[src/rtl/icache_refill_engine.sv]
// icache_refill_engine: fetches one instruction-cache block from main memory,
// one 32-bit word at a time, and presents the assembled block for a one-cycle
// cache write.
//
// Ports:
//   CLK, RESET               clock, synchronous active-low reset
//   Miss_Req, Miss_Addr      miss request (level) and missing byte address
//   Abort                    pipeline redirect, drops an in-flight fetch
//   MM_Req, MM_Addr          word read request / word-aligned address
//   MM_Ready, MM_Data        memory returns a word this cycle
//   Refill_Valid             one-cycle pulse qualifying Refill_Addr/Refill_Data
//   Refill_Addr, Refill_Data block-aligned address and assembled block
//   Busy                     engine is not idle
//   CNT_REFILL, CNT_ABORT    saturating completed / aborted refill counters
module icache_refill_engine #(
  parameter int unsigned WORDS  = 2,
  parameter int unsigned ADDR_W = 32
) (
  input  logic                CLK,
  input  logic                RESET,
  input  logic                Miss_Req,
  input  logic [ADDR_W-1:0]   Miss_Addr,
  input  logic                Abort,
  output logic                MM_Req,
  output logic [ADDR_W-1:0]   MM_Addr,
  input  logic                MM_Ready,
  input  logic [31:0]         MM_Data,
  output logic                Refill_Valid,
  output logic [ADDR_W-1:0]   Refill_Addr,
  output logic [32*WORDS-1:0] Refill_Data,
  output logic                Busy,
  output logic [19:0]         CNT_REFILL,
  output logic [19:0]         CNT_ABORT
);

  localparam int unsigned IDX_W = $clog2(WORDS);
  localparam int unsigned OFS_W = IDX_W + 2;
  localparam int unsigned BLK_W = 32 * WORDS;
  localparam int unsigned CNT_W = 20;

  typedef enum logic [1:0] {
    IDLE  = 2'd0,
    FETCH = 2'd1,
    DONE  = 2'd2
  } state_t;

  state_t              state_q, state_d;
  logic [IDX_W-1:0]    idx_q, idx_d;
  logic [ADDR_W-1:0]   base_q, base_d;
  logic [BLK_W-1:0]    line_q, line_d;

  logic                mm_req_d;
  logic [ADDR_W-1:0]   mm_addr_d;
  logic                refill_valid_d;
  logic [ADDR_W-1:0]   refill_addr_d;
  logic [BLK_W-1:0]    refill_data_d;
  logic                busy_d;
  logic [CNT_W-1:0]    cnt_refill_d, cnt_abort_d;

  // Offset bits inside the block are discarded when the base is latched.
  logic unused_offset;
  assign unused_offset = ^Miss_Addr[OFS_W-1:0];

  // Next-state, datapath and registered-output next values.
  always_comb begin
    state_d        = state_q;
    idx_d          = idx_q;
    base_d         = base_q;
    line_d         = line_q;
    mm_req_d       = 1'b0;
    mm_addr_d      = MM_Addr;
    refill_valid_d = 1'b0;
    refill_addr_d  = Refill_Addr;
    refill_data_d  = Refill_Data;
    busy_d         = 1'b0;
    cnt_refill_d   = CNT_REFILL;
    cnt_abort_d    = CNT_ABORT;

    unique case (state_q)
      IDLE: begin
        // Abort in IDLE suppresses the start even with a pending miss.
        if (Miss_Req && !Abort) begin
          state_d = FETCH;
          base_d  = {Miss_Addr[ADDR_W-1:OFS_W], OFS_W'(0)};
          idx_d   = '0;
        end
      end
      FETCH: begin
        // Abort wins over a simultaneous MM_Ready; the partial block is dropped.
        if (Abort) begin
          state_d = IDLE;
          if (CNT_ABORT != '1) cnt_abort_d = CNT_ABORT + CNT_W'(1);
        end else if (MM_Ready) begin
          line_d[32*int'(idx_q) +: 32] = MM_Data;
          if (idx_q == IDX_W'(WORDS - 1)) state_d = DONE;
          else                             idx_d   = idx_q + IDX_W'(1);
        end
      end
      DONE: begin
        // Abort is ignored here: the block is already complete.
        state_d = IDLE;
        if (CNT_REFILL != '1) cnt_refill_d = CNT_REFILL + CNT_W'(1);
      end
      default: state_d = IDLE;
    endcase

    busy_d   = (state_d != IDLE);
    mm_req_d = (state_d == FETCH);
    // Index is OR-ed into the cleared offset field, so no carry into the base.
    if (state_d == FETCH) mm_addr_d = base_d | (ADDR_W'(idx_d) << 2);
    if (state_d == DONE) begin
      refill_valid_d = 1'b1;
      refill_addr_d  = base_d;
      refill_data_d  = line_d;
    end
  end

  // State and output registers.
  always_ff @(posedge CLK) begin
    if (!RESET) begin
      state_q      <= IDLE;
      idx_q        <= '0;
      base_q       <= '0;
      line_q       <= '0;
      MM_Req       <= 1'b0;
      MM_Addr      <= '0;
      Refill_Valid <= 1'b0;
      Refill_Addr  <= '0;
      Refill_Data  <= '0;
      Busy         <= 1'b0;
      CNT_REFILL   <= '0;
      CNT_ABORT    <= '0;
    end else begin
      state_q      <= state_d;
      idx_q        <= idx_d;
      base_q       <= base_d;
      line_q       <= line_d;
      MM_Req       <= mm_req_d;
      MM_Addr      <= mm_addr_d;
      Refill_Valid <= refill_valid_d;
      Refill_Addr  <= refill_addr_d;
      Refill_Data  <= refill_data_d;
      Busy         <= busy_d;
      CNT_REFILL   <= cnt_refill_d;
      CNT_ABORT    <= cnt_abort_d;
    end
  end

endmodule

[config.mk]
export PLATFORM = sky130hd
export DESIGN_NAME = icache_refill_engine
export DESIGN_NICKNAME = d
export VERILOG_FILES = /design/src/rtl/icache_refill_engine.sv
export SDC_FILE = /design/constraint.sdc
export NUM_CORES = 1
export LEC_CHECK = 0
export ABC_AREA = 0
export CORE_MARGIN = 10
export CORE_UTILIZATION = 51
export CTS_CLUSTER_DIAMETER = 50
export DETAILED_ROUTE_END_ITERATION = 10
export GPL_ROUTABILITY_DRIVEN = 0
export GPL_TIMING_DRIVEN = 0
export PLACE_DENSITY = 0.84
export REMOVE_ABC_BUFFERS = 1
export SLEW_MARGIN = 20
export SYNTH_ARGS = -nofsm -noshare
export SYNTH_HDL_FRONTEND = slang
export SYNTH_SLANG_ARGS = --single-unit
[constraint.sdc]
create_clock -name CLK -period 3.1 [get_ports CLK]
set_clock_uncertainty 0.05 [all_clocks]
set_input_delay 0.465 -clock CLK [delete_from_list [all_inputs] [get_ports CLK]]
set_output_delay 0.465 -clock CLK [all_outputs]
set_load 0.01 [all_outputs]
==> impl_metrics.env, run 1 <==
export IMPL_status="complete, no violations"
export IMPL_num_rows=47
export IMPL_max_freq_mhz=356.4
export IMPL_ant_nets=0
export IMPL_rsz0062_at_grt="no"
export IMPL_grt_max_degree=108
export IMPL_stdcell_count=1388
export IMPL_dr_pass1_iters=4
export IMPL_track_usage_pct=20.63
export IMPL_grt_overflow_total=0
export IMPL_drt_wl_total_mm=24.31
export IMPL_async_flop_share_pct=0
export IMPL_synthFlopType="dfxtp_1"
export IMPL_layout_nets=1220
export IMPL_yosysUniqueCellTypes=49
export IMPL_place_area_sq_um=11350
export IMPL_worst_path_max_fanout=8
export IMPL_hold_buffers=0
export IMPL_tightest_slew_ns=0.7673
export IMPL_critPathLaunchType="primary input"
export IMPL_finalSetupViolations=0
export IMPL_first_iter_violations=415
export IMPL_vias=7360
export IMPL_numCtsBuffers=26
export IMPL_fp_dieW_microns=150.6
export IMPL_cts_setup_buffers=0
export IMPL_clk_path_buf_depth=3
export IMPL_die_area_sq_um=22670
export IMPL_cap_viol_max_count=0
export IMPL_yosysTopAreaCell="dfxtp_1"
export IMPL_finalHoldViolations=0
export IMPL_avgRoutedWirePerCell_microns=17.51
export IMPL_dp_hpwl_mm=17.10
export IMPL_ir_drop_uv=444.4
export IMPL_worst_setup_path_end_kind="flip-flop"
export IMPL_area_delta_synth_final_pct=40.49
export IMPL_clk_latency_ns=0.51
export IMPL_avgSynthCellArea_sq_um=9.261
export IMPL_remaining_drc_errors=0
export IMPL_dp_cells=1341
export IMPL_cts_root_buf="clkbuf_16"
export IMPL_portBuffers=236
export IMPL_crit_type="primary input to flip-flop"
export IMPL_slew_viol_final=0
export IMPL_synth_area_sq_um=8696
export IMPL_synth_edff_count=0
export IMPL_ioPinCount=240
export IMPL_drive_gt1_share_pct=5.993
export IMPL_synth_top_area_share_pct=54.79
export IMPL_max_slew_margin_pct=48.69
export IMPL_arrival_ns=3.13
export IMPL_initial_utilization_pct=52.25
export IMPL_p_per_area_nw_per_um2=538.5
export IMPL_coreArea_sq_um=16640
export IMPL_post_route_cell_area_sq_um=12220
export IMPL_post_cts_resized=0
export IMPL_timing_final_crit_share_pct=90.51
export IMPL_hp_class="flip-flop to flip-flop"
export IMPL_ys_top_cells_by_area="dfxtp_1 55%, nor2_1 8.2%, a211oi_1 7.9%, mux2i_1 7.4%, nand2_1 3.8%"
export IMPL_synth_seq_cells=238
export IMPL_antenna_found_initial=1
export IMPL_die_h_microns=150.6
export IMPL_htree_num_levels=1
export IMPL_cts_sinks=238
export IMPL_grt_pass1_wl_mm=38.58
export IMPL_ys_seq_area_share_pct=54.79
export IMPL_fin_crit_ns=2.806
export IMPL_required_ns=3.42
export IMPL_cts_tree="yes"
export IMPL_postSynthCellCount=939
export IMPL_fillCellCount=1184
export IMPL_via_per_inst=5.303
export IMPL_clk_pin_slew_ns=0.06
export IMPL_leakage_uw=0.004149
export IMPL_yosysWarnings=0
export IMPL_grt_pass1_vias=7359
export IMPL_diodes=0
[synth_stat cells (3+ instances only)]
master / n
a211oi_1: 92
a21oi_1: 55
and2_1: 5
and3_1: 8
and4_1: 4
buf_1: 3
buf_2: 20
clkbuf_1: 49
dfxtp_1: 238
mux2i_1: 64
nand2_1: 89
nand2b_1: 8
nand3_1: 19
nand4_1: 14
nor2_1: 190
nor3_1: 4
nor4_1: 4
nor4b_1: 3
o21ai_0: 5
or3_1: 3
or4_1: 3
xnor2_1: 17
xor2_1: 8
[state kept, by name, summed over array words and instances (netlist names), 2 cells and up]
name / flops
CNT_ABORT: 20
CNT_REFILL: 20
MM_Addr: 32
Refill_Addr: 32
Refill_Data: 64
base_q: 32
line_q: 32
state_q: 2
[power by group]
group	switching (uW)	internal, uW	total (uW)
clock	1190	1850	3040
sequential	25.0	3110	3140
combinational	201	199	399
[per-layer routing]
metal / share of wire [%] / up-vias / wire (microns) / global-route usage, %
met5: 0.053 / - / 13 / 0
met4: 1.7 / 2 / 410 / 4.909
met3: 12 / 33 / 3021 / 10.62
met2: 47 / 225 / 11400 / 34.44
met1: 39 / 3425 / 9460 / 22.91
li1: - / 3675 / - / -
[path summary, 6_finish.rpt]
path / start / end / slack, ns / depth (start not counted)
min: Refill_Data[51] / Refill_Data[51] / 0.40 / 2
min reg2reg: Refill_Data[51] / Refill_Data[51] / 0.40 / 2
max: Abort / MM_Addr[8] / 0.29 / 8
max reg2reg: state_q[0] / MM_Addr[8] / 0.48 / 7
[area by class of cell]
| type | instances | area, sq um | share of cell area, % |
|---|---|---|---|
| Clock buffer | 41 | 798.3 | 6.534 |
| Clock inverter | 6 | 67.56 | 0.5531 |
| Inverter | 3 | 16.27 | 0.1331 |
| Multi-Input combinational cell | 626 | 3665 | 30.00 |
| Sequential cell | 238 | 4765 | 39.00 |
| Tap cell | 220 | 275.3 | 2.253 |
| Timing Repair Buffer | 254 | 2630 | 21.53 |
[metrics by stage]
stage	utilization, %	setup WS, ns	total power, uW	setup TNS, ns	hold slack [ns]
finish	73.41	0.2942	6578	0	0.4018
global route	73.41	0.1889	6798	0	0.4177
CTS	73.38	0.3064	6632	0	0.4053
detailed placement	68.18	-0.1721	3603	-1.341	0.3974
global placement	66.33	-6.674	3590	-1161.23	0.3913
floorplan	-	-2.836	3380	-417.86	0.3878
[critical path, stage by stage]
cell	delay, ns
clkdlybuf4s50_1	0.59
nor4b_2	0.67
buf_2	0.30
buf_2	0.23
buf_2	0.23
buf_2	0.21
mux2i_1	0.32
a211oi_1	0.12
[cell usage in the layout, fill, tap and decap left out, types with 8 or more instances in the layout]
cell / instances
xnor2_1: 17
nand2b_1: 8
nor2_1: 190
nand2_1: 88
clkbuf_16: 27
and3_1: 8
nand3_1: 19
clkdlybuf4s50_1: 236
nand4_1: 14
mux2i_1: 64
a21oi_1: 55
xor2_1: 8
a211oi_1: 92
dfxtp_1: 238
[cell families (layout without fill, tap and decap cells)]
family / after synthesis / in the layout / synth area share, %
AO/OA/AOI/OAI: 168 / 168 / 12.78
buffers and inverters: 75 / 304 / 3.525
flip-flops: 238 / 238 / 54.79
AND/OR/NAND/NOR: 367 / 367 / 18.73
multiplexers: 64 / 64 / 7.367
adder cells (fa/ha/maj): 2 / 2 / 0.2877
XOR/XNOR: 25 / 25 / 2.518
Note: power is estimated with default switching activity, not from simulation.
==> run 2, diff against run 1 <==
- CORE_UTILIZATION: 51 -> 24
- PLACE_DENSITY: 0.84 -> not set
==> run 2 against run 1 <==
Compared with the run above:
- design area increased by 4.9%
- register-to-register slack about the same
- highest routed layer is now met4
- critical path depth stayed put
- fmax is 0.91% higher
- largest power group is now the clock network
- global-route usage down 8.9 points
- power rose by 11%
- sequential power barely moved
==> impl_metrics.env, run 2 (synthesis results as in run 1) <==
export IMPL_status="complete, no violations"
export IMPL_cts_setup_buffers=0
export IMPL_clk_pin_slew_ns=0.06
export IMPL_dp_cells=1585
export IMPL_cts_sinks=238
export IMPL_fin_hold_ws_ns=0.4030
export IMPL_die_h_microns=210.4
export IMPL_fin_crit_ns=2.780
export IMPL_fillCellCount=3620
export IMPL_stdcell_count=1644
export IMPL_initial_utilization_pct=24.39
export IMPL_vias=7317
export IMPL_dp_hpwl_mm=18.84
export IMPL_post_cts_resized=0
export IMPL_cap_viol_max_count=0
export IMPL_seq_area_sq_um=4765
export IMPL_largest_reg_flops=64
export IMPL_avgRoutedWirePerCell_microns=16.16
export IMPL_setup_ws_ns=0.3195
export IMPL_hp_class="flip-flop to flip-flop"
export IMPL_via_per_inst=4.451
export IMPL_ioPinCount=240
export IMPL_finalHoldViolations=0
export IMPL_coreArea_sq_um=35660
export IMPL_multi_input_area_sq_um=3665
export IMPL_max_slew_margin_pct=41.86
export IMPL_worst_setup_path_end_kind="flip-flop"
export IMPL_grt_overflow_total=0
export IMPL_critPathLaunchType="primary input"
export IMPL_cts_root_buf="clkbuf_16"
export IMPL_cts_tree="yes"
export IMPL_final_common_cell="dfxtp_1"
export IMPL_grt_max_degree=93
export IMPL_layout_common_cells="238 x dfxtp_1, 236 x clkdlybuf4s50_1, 190 x nor2_1, 92 x a211oi_1, 88 x nand2_1"
export IMPL_timing_final_crit_share_pct=89.69
export IMPL_fp_dieW_microns=210.4
export IMPL_area_delta_synth_final_pct=47.42
export IMPL_slew_viol_final=0
export IMPL_finalSetupViolations=0
export IMPL_remaining_drc_errors=0
export IMPL_leakage_uw=0.004293
export IMPL_first_iter_violations=325
export IMPL_dr_pass1_iters=5
export IMPL_grt_pass1_wl_mm=42.04
export IMPL_drt_wl_total_mm=26.56
export IMPL_portBuffers=236
export IMPL_total_power_uw=7329
export IMPL_num_rows=69
export IMPL_numCtsBuffers=34
export IMPL_drive_gt1_share_pct=7.692
export IMPL_grt_pass1_vias=7222
export IMPL_p_per_area_nw_per_um2=571.7
export IMPL_hold_buffers=0
export IMPL_track_usage_pct=11.73
export IMPL_clk_path_buf_depth=3
export IMPL_diodes=0
export IMPL_dp_worst_setup_slack_ns=-0.2772
export IMPL_htree_num_levels=2
export IMPL_largest_register="Refill_Data"
export IMPL_die_area_sq_um=44250
export IMPL_rsz0062_at_grt="no"
export IMPL_required_ns=3.42
export IMPL_tightest_slew_ns=0.8694
export IMPL_max_freq_mhz=359.7
export IMPL_worst_path_max_fanout=8
export IMPL_layout_nets=1231
export IMPL_ir_drop_uv=352.5
export IMPL_tns_ns=0
export IMPL_antenna_found_initial=0
export IMPL_arrival_ns=3.10
export IMPL_crit_type="primary input to flip-flop"
export IMPL_ant_nets=0
export IMPL_clk_latency_ns=0.51
## run 2: cell count changes in the layout (fill, tap and decap cells not counted)
cell / change
buf_6: +2
clkbuf_8: -4
clkinvlp_4: +4
inv_6: +5
buf_12: +1
clkbuf_16: +10
buf_4: +2
buf_2: -2
clkinv_2: +5
clkbuf_1: -6
clkinv_4: -2
## run 2: worst paths after layout
path / endpoint / startpoint / slack, ns / cells after the start
setup / recovery: MM_Addr[6] / Abort / 0.32 / 8
hold / removal: Refill_Data[40] / Refill_Data[40] / 0.40 / 2
setup reg to reg: MM_Addr[6] / state_q[0] / 0.49 / 7
hold reg to reg: Refill_Data[40] / Refill_Data[40] / 0.40 / 2
## run 2: where the power goes
part	total, uW	internal, uW	switching, uW
clock network	3780	2330	1450
logic	406	205	201
registers	3140	3120	24.1
total	7330	5650	1680
## run 2: cell type report
cell class,count,area share (%)
multi-input combinational,626,28.59
sequential,238,37.17
timing repair buffer,257,20.89
tap,461,4.499
clock buffer,41,7.574
inverter,3,0.1269
clock inverter,18,1.161
## run 2: worst max-delay path: stages
cell             delay [ns]
clkdlybuf4s50_1        0.59
nor4b_2                0.66
buf_4                  0.26
buf_2                  0.20
buf_2                  0.22
buf_2                  0.22
mux2i_1                0.36
a211oi_1               0.12
## run 2: layer usage
metal | global-route usage [%] | part of all wire (%)
met4 | 3.148 | 1.7
met2 | 18.44 | 45
met1 | 13.76 | 42
met3 | 6.098 | 11
met5 | 0 | 0
## run 2: per-stage QoR
stage	cell area (sq um)	util (%)
finish	12820	35.95
global route	12820	35.95
CTS	12810	35.94
detailed placement	11700	32.80
global placement	11340	31.80
floorplan	8401	-
